<file path="src/rtl/csa_mp_seq_pkg.sv">
// Shared constants for the multi-precision add/subtract sequencer:
// slice width and FSM state encoding.
package csa_mp_seq_pkg;

    localparam int SLICE_W = 16;

    localparam logic [1:0] ST_IDLE = 2'd0;
    localparam logic [1:0] ST_RUN  = 2'd1;
    localparam logic [1:0] ST_DONE = 2'd2;

endpackage

</file>
<file path="src/rtl/csa_mp_seq_csa_16.sv">
// 16-bit slice adder with carry in/out, time-multiplexed by csa_mp_seq.
module csa_16 (
    input  logic [15:0] a,
    input  logic [15:0] b,
    input  logic        c_in,
    output logic [15:0] sum,
    output logic        c_out
);

    logic [16:0] total;

    assign total = {1'b0, a} + {1'b0, b} + {16'b0, c_in};
    assign sum   = total[15:0];
    assign c_out = total[16];

endmodule

</file>
<file path="src/rtl/csa_mp_seq.sv">
// Multi-precision add/subtract sequencer: walks WORDS 16-bit slices through one
// csa_16, least-significant first, chaining the carry through a register.
module csa_mp_seq
    import csa_mp_seq_pkg::*;
#(
    parameter int WORDS = 4
) (
    input  logic                       clk,
    input  logic                       rst_n,
    input  logic                       in_valid,
    output logic                       in_ready,
    input  logic [SLICE_W*WORDS-1:0]   a,
    input  logic [SLICE_W*WORDS-1:0]   b,
    input  logic                       c_in,
    input  logic                       op_sub,
    output logic                       out_valid,
    input  logic                       out_ready,
    output logic [SLICE_W*WORDS-1:0]   sum,
    output logic                       c_out,
    output logic                       ovf
);

    localparam int W     = SLICE_W * WORDS;
    localparam int IDX_W = (WORDS > 1) ? $clog2(WORDS) : 1;
    localparam logic [IDX_W-1:0] LAST_IDX = IDX_W'(WORDS - 1);

    logic [1:0]         state_q, state_d;
    logic [IDX_W-1:0]   idx_q, idx_d;
    logic               carry_q, carry_d;
    logic [W-1:0]       a_q, a_d;
    logic [W-1:0]       b_q, b_d;
    logic [W-1:0]       sum_q, sum_d;
    logic               c_out_q, c_out_d;
    logic               ovf_q, ovf_d;

    logic [SLICE_W-1:0] a_sl, b_sl, csa_sum;
    logic               csa_co;

    // Signed overflow: like-signed operands producing a result of the other sign.
    function automatic logic ovf_of(input logic a_msb, input logic b_msb, input logic s_msb);
        return (a_msb == b_msb) && (s_msb != a_msb);
    endfunction

    always_comb begin
        a_sl = '0;
        b_sl = '0;
        for (int w = 0; w < WORDS; w++) begin
            if (idx_q == IDX_W'(w)) begin
                a_sl = a_q[w*SLICE_W +: SLICE_W];
                b_sl = b_q[w*SLICE_W +: SLICE_W];
            end
        end
    end

    csa_16 u_csa (
        .a     (a_sl),
        .b     (b_sl),
        .c_in  (carry_q),
        .sum   (csa_sum),
        .c_out (csa_co)
    );

    always_comb begin
        state_d = state_q;
        idx_d   = idx_q;
        carry_d = carry_q;
        a_d     = a_q;
        b_d     = b_q;
        sum_d   = sum_q;
        c_out_d = c_out_q;
        ovf_d   = ovf_q;
        case (state_q)
            ST_IDLE: begin
                if (in_valid) begin
                    a_d     = a;
                    b_d     = op_sub ? ~b : b;
                    carry_d = op_sub ? 1'b1 : c_in;
                    idx_d   = '0;
                    state_d = ST_RUN;
                end
            end
            ST_RUN: begin
                for (int w = 0; w < WORDS; w++) begin
                    if (idx_q == IDX_W'(w)) begin
                        sum_d[w*SLICE_W +: SLICE_W] = csa_sum;
                    end
                end
                carry_d = csa_co;
                idx_d   = idx_q + 1'b1;
                if (idx_q == LAST_IDX) begin
                    c_out_d = csa_co;
                    ovf_d   = ovf_of(a_sl[SLICE_W-1], b_sl[SLICE_W-1], csa_sum[SLICE_W-1]);
                    state_d = ST_DONE;
                end
            end
            ST_DONE: begin
                if (out_ready) begin
                    state_d = ST_IDLE;
                end
            end
            default: state_d = ST_IDLE;
        endcase
    end

    always_ff @(posedge clk or negedge rst_n) begin
        if (!rst_n) begin
            state_q <= ST_IDLE;
            idx_q   <= '0;
            sum_q   <= '0;
            c_out_q <= 1'b0;
            ovf_q   <= 1'b0;
        end else begin
            state_q <= state_d;
            idx_q   <= idx_d;
            sum_q   <= sum_d;
            c_out_q <= c_out_d;
            ovf_q   <= ovf_d;
        end
    end

    // Operand and carry registers are only meaningful once loaded in IDLE.
    always_ff @(posedge clk) begin
        a_q     <= a_d;
        b_q     <= b_d;
        carry_q <= carry_d;
    end

    assign in_ready  = (state_q == ST_IDLE);
    assign out_valid = (state_q == ST_DONE);
    assign sum       = sum_q;
    assign c_out     = c_out_q;
    assign ovf       = ovf_q;

endmodule

</file>
<file path="config.mk">
export PLATFORM = sky130hd
export DESIGN_NAME = csa_mp_seq
export DESIGN_NICKNAME = d
export VERILOG_FILES = /design/src/rtl/csa_mp_seq_pkg.sv /design/src/rtl/csa_mp_seq_csa_16.sv /design/src/rtl/csa_mp_seq.sv
export SDC_FILE = /design/constraint.sdc
export NUM_CORES = 1
export LEC_CHECK = 0
export ABC_AREA = 1
export CORE_MARGIN = 2
export CORE_UTILIZATION = 46
export CTS_CLUSTER_SIZE = 14
export DETAILED_ROUTE_END_ITERATION = 8
export PLACE_DENSITY = 0.86
export SYNTH_ARGS = -nofsm -noshare
export SYNTH_HDL_FRONTEND = slang
export SYNTH_SLANG_ARGS = --single-unit
</file>
<file path="constraint.sdc">
create_clock -name clk -period 3.59 [get_ports clk]
set_input_delay 0.718 -clock clk [delete_from_list [all_inputs] [get_ports clk]]
set_output_delay 0.718 -clock clk [all_outputs]
set_load 0.01 [all_outputs]
</file>
Word-level counts from Yosys, hierarchy flattened
Index checks and enable logic that the tools add are counted.

word-level totals
  register bits = 199
  latch bits = 0
  bits in writable memories = 0
  ROM bits = 0
  output and inout bits = 68
  word-level logic and storage cells = 54
  memories = 0

operators by class
  add/subtract/negate cells = 3
  multipliers = 0
  divide/modulo/power cells = 0
  $lt $le $gt $ge = 0
  equal/unequal tests = 10
  shift operators = 0
  muxes and demuxes = 18
  bitwise operators = 1
  reductions and logical operators = 11

operators by type and width
  operator             count
  $mux 16              8
  $mux 64              1
  $not 64->64          1
  $add 16x16->17       1
  $add 17x1->17        1
  $reduce_and 2->1     6
  $mux 2               4
  $eq 2x2->1 const B   3
  $pmux 2 s3           1
  $eq 2x1->1 const B   2
  $logic_not 2->1      2
  $ne 2x2->1 const B   2
  $pmux 2 s2           1
  $reduce_and 3->1     1
  $add 2x1->2 const B  1
  $mux 1               2
  $ne 2x1->1 const B   1
  $pmux 1 s2           1
  $reduce_bool 2->1    1
  $eq 1x1->1           1
  $logic_and 1x1->1    1
  $ne 1x1->1           1

Depth between registers and ports, before layout
  word-level depth = 9
  mapped depth = 21
  depth with buffers taken out = 20

By module
From an unflattened synthesis, not the netlist that was laid out.

second synthesis, totals
  cells, all modules = 875
  area, all modules = 9183.8 um^2

modules (own cells, without submodules)
  module      times used  cells each  area each (um^2)
  csa_mp_seq  1           691         8191.6
  csa_16      1           184         992.2

Worst setup path before layout
No wires, ideal clock.

  kind = input to register
  start = in in_valid
  end = reg carry_q, enable pin
  data arrival time = 3.571 ns
  required time = 3.286 ns
  path slack = -0.285 ns
  stages on the path = 4
  buffers on the path = 0
  cell sequence = nand2_1 inv_1 nor2_1 inv_1

between the ends
  cells in the longest elaborated chain, start to end = 2

ends and longest elaborated chain
  what                               RTL line           RTL
  start, declared                    csa_mp_seq.sv:10   input logic in_valid,
  $ne 2x2->1 (no source line)        n/a
  $reduce_and 2->1 (no source line)  n/a
  end signal, assigned               csa_mp_seq.sv:125  carry_q <= carry_d;
  end, declared                      csa_mp_seq.sv:29   logic carry_q, carry_d;

No other way between the ends.
A chain may end at the register's enable or synchronous reset.

Worst setup path in the final report
  start = reg idx_q[0]
  end = reg sum_q[40], in the netlist sum[40]

between the ends
  cells in the longest elaborated chain, start to end = 7
  elaborated cells between the ends (all ways) = 15
  those cells by class = add/sub: 2; eq/ne: 3; mux: 8; reduce/logical: 2

ends and longest elaborated chain
  what                    RTL line                 RTL
  start, declared         csa_mp_seq.sv:28         logic [IDX_W-1:0] idx_q, idx_d;
  start signal, assigned  csa_mp_seq.sv:114        idx_q <= idx_d;
  $logic_not 2->1         csa_mp_seq.sv:48         if (idx_q == IDX_W'(w)) begin
  $mux 16 (4 in a row)    csa_mp_seq.sv:48
  $add 16x16->17          csa_mp_seq_csa_16.sv:12  assign total = {1'b0, a} + {1'b0, b} + {16'b0, c_in};
  $add 17x1->17           csa_mp_seq_csa_16.sv:12
  end signal, assigned    csa_mp_seq.sv:115        sum_q <= sum_d;
  end, declared           csa_mp_seq.sv:32         logic [W-1:0] sum_q, sum_d;

Several ways; a longest one is shown, not always the timed one.

==> impl_table.tex <==
\begin{tabular}{lr}
\hline
Metric & Value \\
\hline
\multicolumn{2}{l}{\textbf{Synthesis}} \\
Yosys top cell area share & 0.415 \\
Post-Syn Area per Cell & 10.7 sq um \\
Sequential share of the synthesized area & 0.602 \\
Synth Cell Area & 9340 sq um \\
Flop and latch count out of synthesis & 199 \\
Main area contributors after synthesis & edfxtp\_1, dfrtp\_1, nand2\_1 \\
Nets in the synthesized netlist & 1,032 \\
Cells after Synth & 877 \\
Yosys warning total & 0 \\
Number of enable flip-flop cells after synthesis & 129 \\
Fraction of registers with async set or reset after synthesis & 0.352 \\
Top cell type by total area after synthesis & edfxtp\_1 \\
Post-synth top flop & edfxtp\_1 \\
Post-synth cell types & 41 \\
\multicolumn{2}{l}{\textbf{Clock network}} \\
Number of hold buffers added after cts & 0 \\
Number of sinks driven by the clock tree & 199 \\
Number of buffers created by CTS & 17 \\
Count of cells resized by post-cts repair & 0 \\
Setup fix buffers added after clock tree synthesis & 0 \\
Worst-path clk slew & 0.08 ns \\
Clock latency on the worst-skew pair & 0.44 ns \\
H-tree Lvls & 4 \\
Clk Tree Root Cell & clkbuf\_16 \\
Clock tree from TritonCTS & done \\
Max clock buf depth & 2 \\
\multicolumn{2}{l}{\textbf{Pwr}} \\
Leakage dissipation & 5.17 nW \\
Largest voltage drop on the vdd net & 0.507 mV \\
Post-layout power & 13.0 mW \\
Total power density per cell area & 1060 nW/um\^{}2 \\
\multicolumn{2}{l}{\textbf{Route}} \\
Number of detailed-routing iterations run before antenna repair & 7 \\
Number of antenna-violating nets in the routed design & 0 \\
DRC Markers & 0 \\
Drt total wl & 23,000 um \\
Overall via count from detail\_route & 6,975 \\
Per-cell via count in the routed design & 5.14 \\
Average wire per standard cell & 17.0 um \\
Iter 0 DRT Violations & 686 \\
\multicolumn{2}{l}{\textbf{Timing}} \\
Slew margin rel. & 0.351 \\
Unrepaired setup endpoints after global routing & false \\
Sum of negative setup slack & 0 ns \\
Worst-margin pin slew & 0.973 ns \\
Part of the cycle the worst path needs & 0.908 \\
Final worst slack & 0.330 ns \\
Slew Limit Fails & 0 \\
Setup-violating endpoint count in the final report & 0 \\
Clock skew after layout & 0.0158 ns \\
Hold Vio Cnt, Final & 0 \\
Achievable clock frequency & 307 MHz \\
Worst hold-check slack & 0.339 ns \\
Final Critical Period & 3.26 ns \\
\multicolumn{2}{l}{\textbf{Critical path}} \\
Arrival @ worst endpoint & 3.63 ns \\
Largest incremental delay on the critical path & 0.42 ns \\
Endpoint of the worst-slack reg-to-reg timing path & sum[40] \\
Critical path fanouts, max & 31 \\
Cell chain of the critical path & inv\_1 -> ha\_1 -> inv\_2 -> o21ai\_0 -> a21oi\_1 -> a21oi\_1 -> fa\_1 -> fa\_1 -> inv\_1 -> nand3\_1 -> nand3\_1 -> nand2\_1 -> nand2\_1 -> or2\_1 -> nand3\_1 -> nand2\_1 \\
Worst setup SP type & flip-flop \\
Path depth of the worst reg2reg path & 16 \\
Sort of element at the end of the critical path & flip-flop \\
Slowest library cell on the worst path & fa\_1 \\
RR Startpoint & idx\_q[0] \\
Category of the most critical setup path & flip-flop to flip-flop \\
Critical path required time & 3.97 ns \\
Register-to-register path setup slack & 0.33 ns \\
\multicolumn{2}{l}{\textbf{Cells and area}} \\
Share of cells above drive strength 1 & 0.0912 \\
Most frequent standard cell in the layout excluding fill and tap cells & nand2\_1 \\
Non-filler instance count after layout & 1,357 \\
Synth-to-layout area growth & 30.7\% \\
Most frequent cells in the layout & nand2\_1, clkdlybuf4s50\_1, edfxtp\_1 \\
Fill cells & 1,582 \\
Layout Nets & 1,228 \\
\multicolumn{2}{l}{\textbf{Global route}} \\
Via count of the first global-routing pass & 6,853 \\
Global-route usage over all layers & 0.218 \\
Largest net degree at the start of global routing & 66 \\
Antenna violations before repair & 1 \\
GRT Residual Overflow & 0 \\
Wire length of the first global-routing pass & 36,300 um \\
\multicolumn{2}{l}{\textbf{Floorplanning}} \\
IO Pins & 202 \\
Die footprint & 21,500 sq um \\
Die Span Y & 147 um \\
CORE AREA & 20,100 sq um \\
Starting utilization of the core area & 0.465 \\
Count of standard-cell rows & 52 \\
Die extent in x & 147 um \\
\multicolumn{2}{l}{\textbf{Placement}} \\
Placed instance count & 1,324 \\
Final GP Congestion & 0.849 \\
Sum of net half-perimeters after detailed placement & 16,900 um \\
Number of input and output port buffers inserted & 201 \\
Place WS & 0.366 ns \\
\multicolumn{2}{l}{\textbf{Run status}} \\
Run status & completed \\
\multicolumn{2}{l}{\textbf{Job}} \\
Maximum capacitance violations & 0 \\
\multicolumn{2}{l}{\textbf{Hold path}} \\
Kind of path behind the tightest hold check & input port to asynchronous set/reset pin \\
\hline
\end{tabular}
-- worst max-delay path by stage --
stage / startpoint / endpoint / slack, ns / cells past startpoint
2_1_floorplan: in_valid / carry_q / 0.45 / 4
3_3_place_gp: idx_q[0] / carry_q / 0.49 / 17
3_5_place_dp: idx_q[0] / carry_q / 0.37 / 17
4_1_cts: idx_q[0] / carry_q / 0.35 / 17
5_1_grt: idx_q[1] / sum[40] / 0.03 / 16
6_report: idx_q[0] / sum[40] / 0.33 / 16
-- metal layers --
layer | vias up | routed length, um | track usage
li1 | 3329 | - | -
met1 | 3271 | 9630 | 0.289
met2 | 338 | 11000 | 0.359
met3 | 37 | 1800 | 0.0516
met4 | 0 | 553 | 0.0670
met5 | - | 0 | 0
-- per-stage QoR --
| stage | util | instance area, sq um |
|---|---|---|
| after global routing | 0.607 | 12200 |
| after detailed placement | 0.577 | 11600 |
| after CTS | 0.607 | 12200 |
| final | 0.607 | 12200 |
| after global placement | 0.577 | 11600 |
| after floorplan | - | 9350 |
-- cells in the mapped netlist (2+ instances only) --
cell type	count
nand2_1	232
edfxtp_1	129
dfrtp_1	70
xor2_1	64
inv_1	55
nand3_1	48
a21oi_1	46
nor2_1	42
o21ai_0	24
a22oi_1	21
ha_1	19
o21ai_1	17
buf_2	16
nand2_2	13
a22o_1	10
buf_6	8
clkbuf_1	7
inv_2	7
nand3_2	6
nor2_4	6
buf_4	5
buf_1	3
nand2_4	3
xnor2_1	3
a21oi_2	2
fa_1	2
nand3b_2	2
nor3_2	2
o21a_1	2
o21ai_2	2
-- where the power goes --
part           internal [mW]  total (mW)  switching (mW)
sequential              3.26        3.59           0.329
combinational           2.73        7.43            4.71
clock                   1.06        1.96           0.906
-- cells by family (layout without fill, tap and decap cells) --
kind of cell	after synthesis	in the layout	share of synthesized area
compound gates	127	127	0.0812
fa+ha+maj	21	21	0.0297
simple gates	360	360	0.171
buf+inv	102	311	0.0518
other cells	0	1	0
xor+xnor	68	68	0.0646
flops	199	199	0.602
-- sequential cells by signal, summed over array words and instances, names as in the netlist --
name,flops
a_q,64
b_q,64
c_out,1
carry_q,1
idx_q,2
ovf,1
state_q,2
sum,64
-- worst max-delay path: cells and delay by family, from the launching register on --
kind / cells / cell delay [ns]
adders and majority gates: 3 / 1.07
DFF: 1 / 0.41
and+or+nand+nor: 7 / 0.78
AOI/OAI and AO/OA: 3 / 0.37
buffers and inverters: 3 / 0.57
-- layout make-up --
| type | count | area [sq um] | area share |
|---|---|---|---|
| antenna | 1 | 2.50 | 0.000205 |
| clock buffer | 17 | 425 | 0.0348 |
| clock inverter | 15 | 179 | 0.0147 |
| inverter | 63 | 243 | 0.0199 |
| multi-input combinational | 576 | 3230 | 0.265 |
| sequential | 199 | 5630 | 0.461 |
| tap | 270 | 338 | 0.0277 |
| timing repair buffer | 216 | 2170 | 0.177 |
No activity file was read; power rests on OpenSTA's default activity.
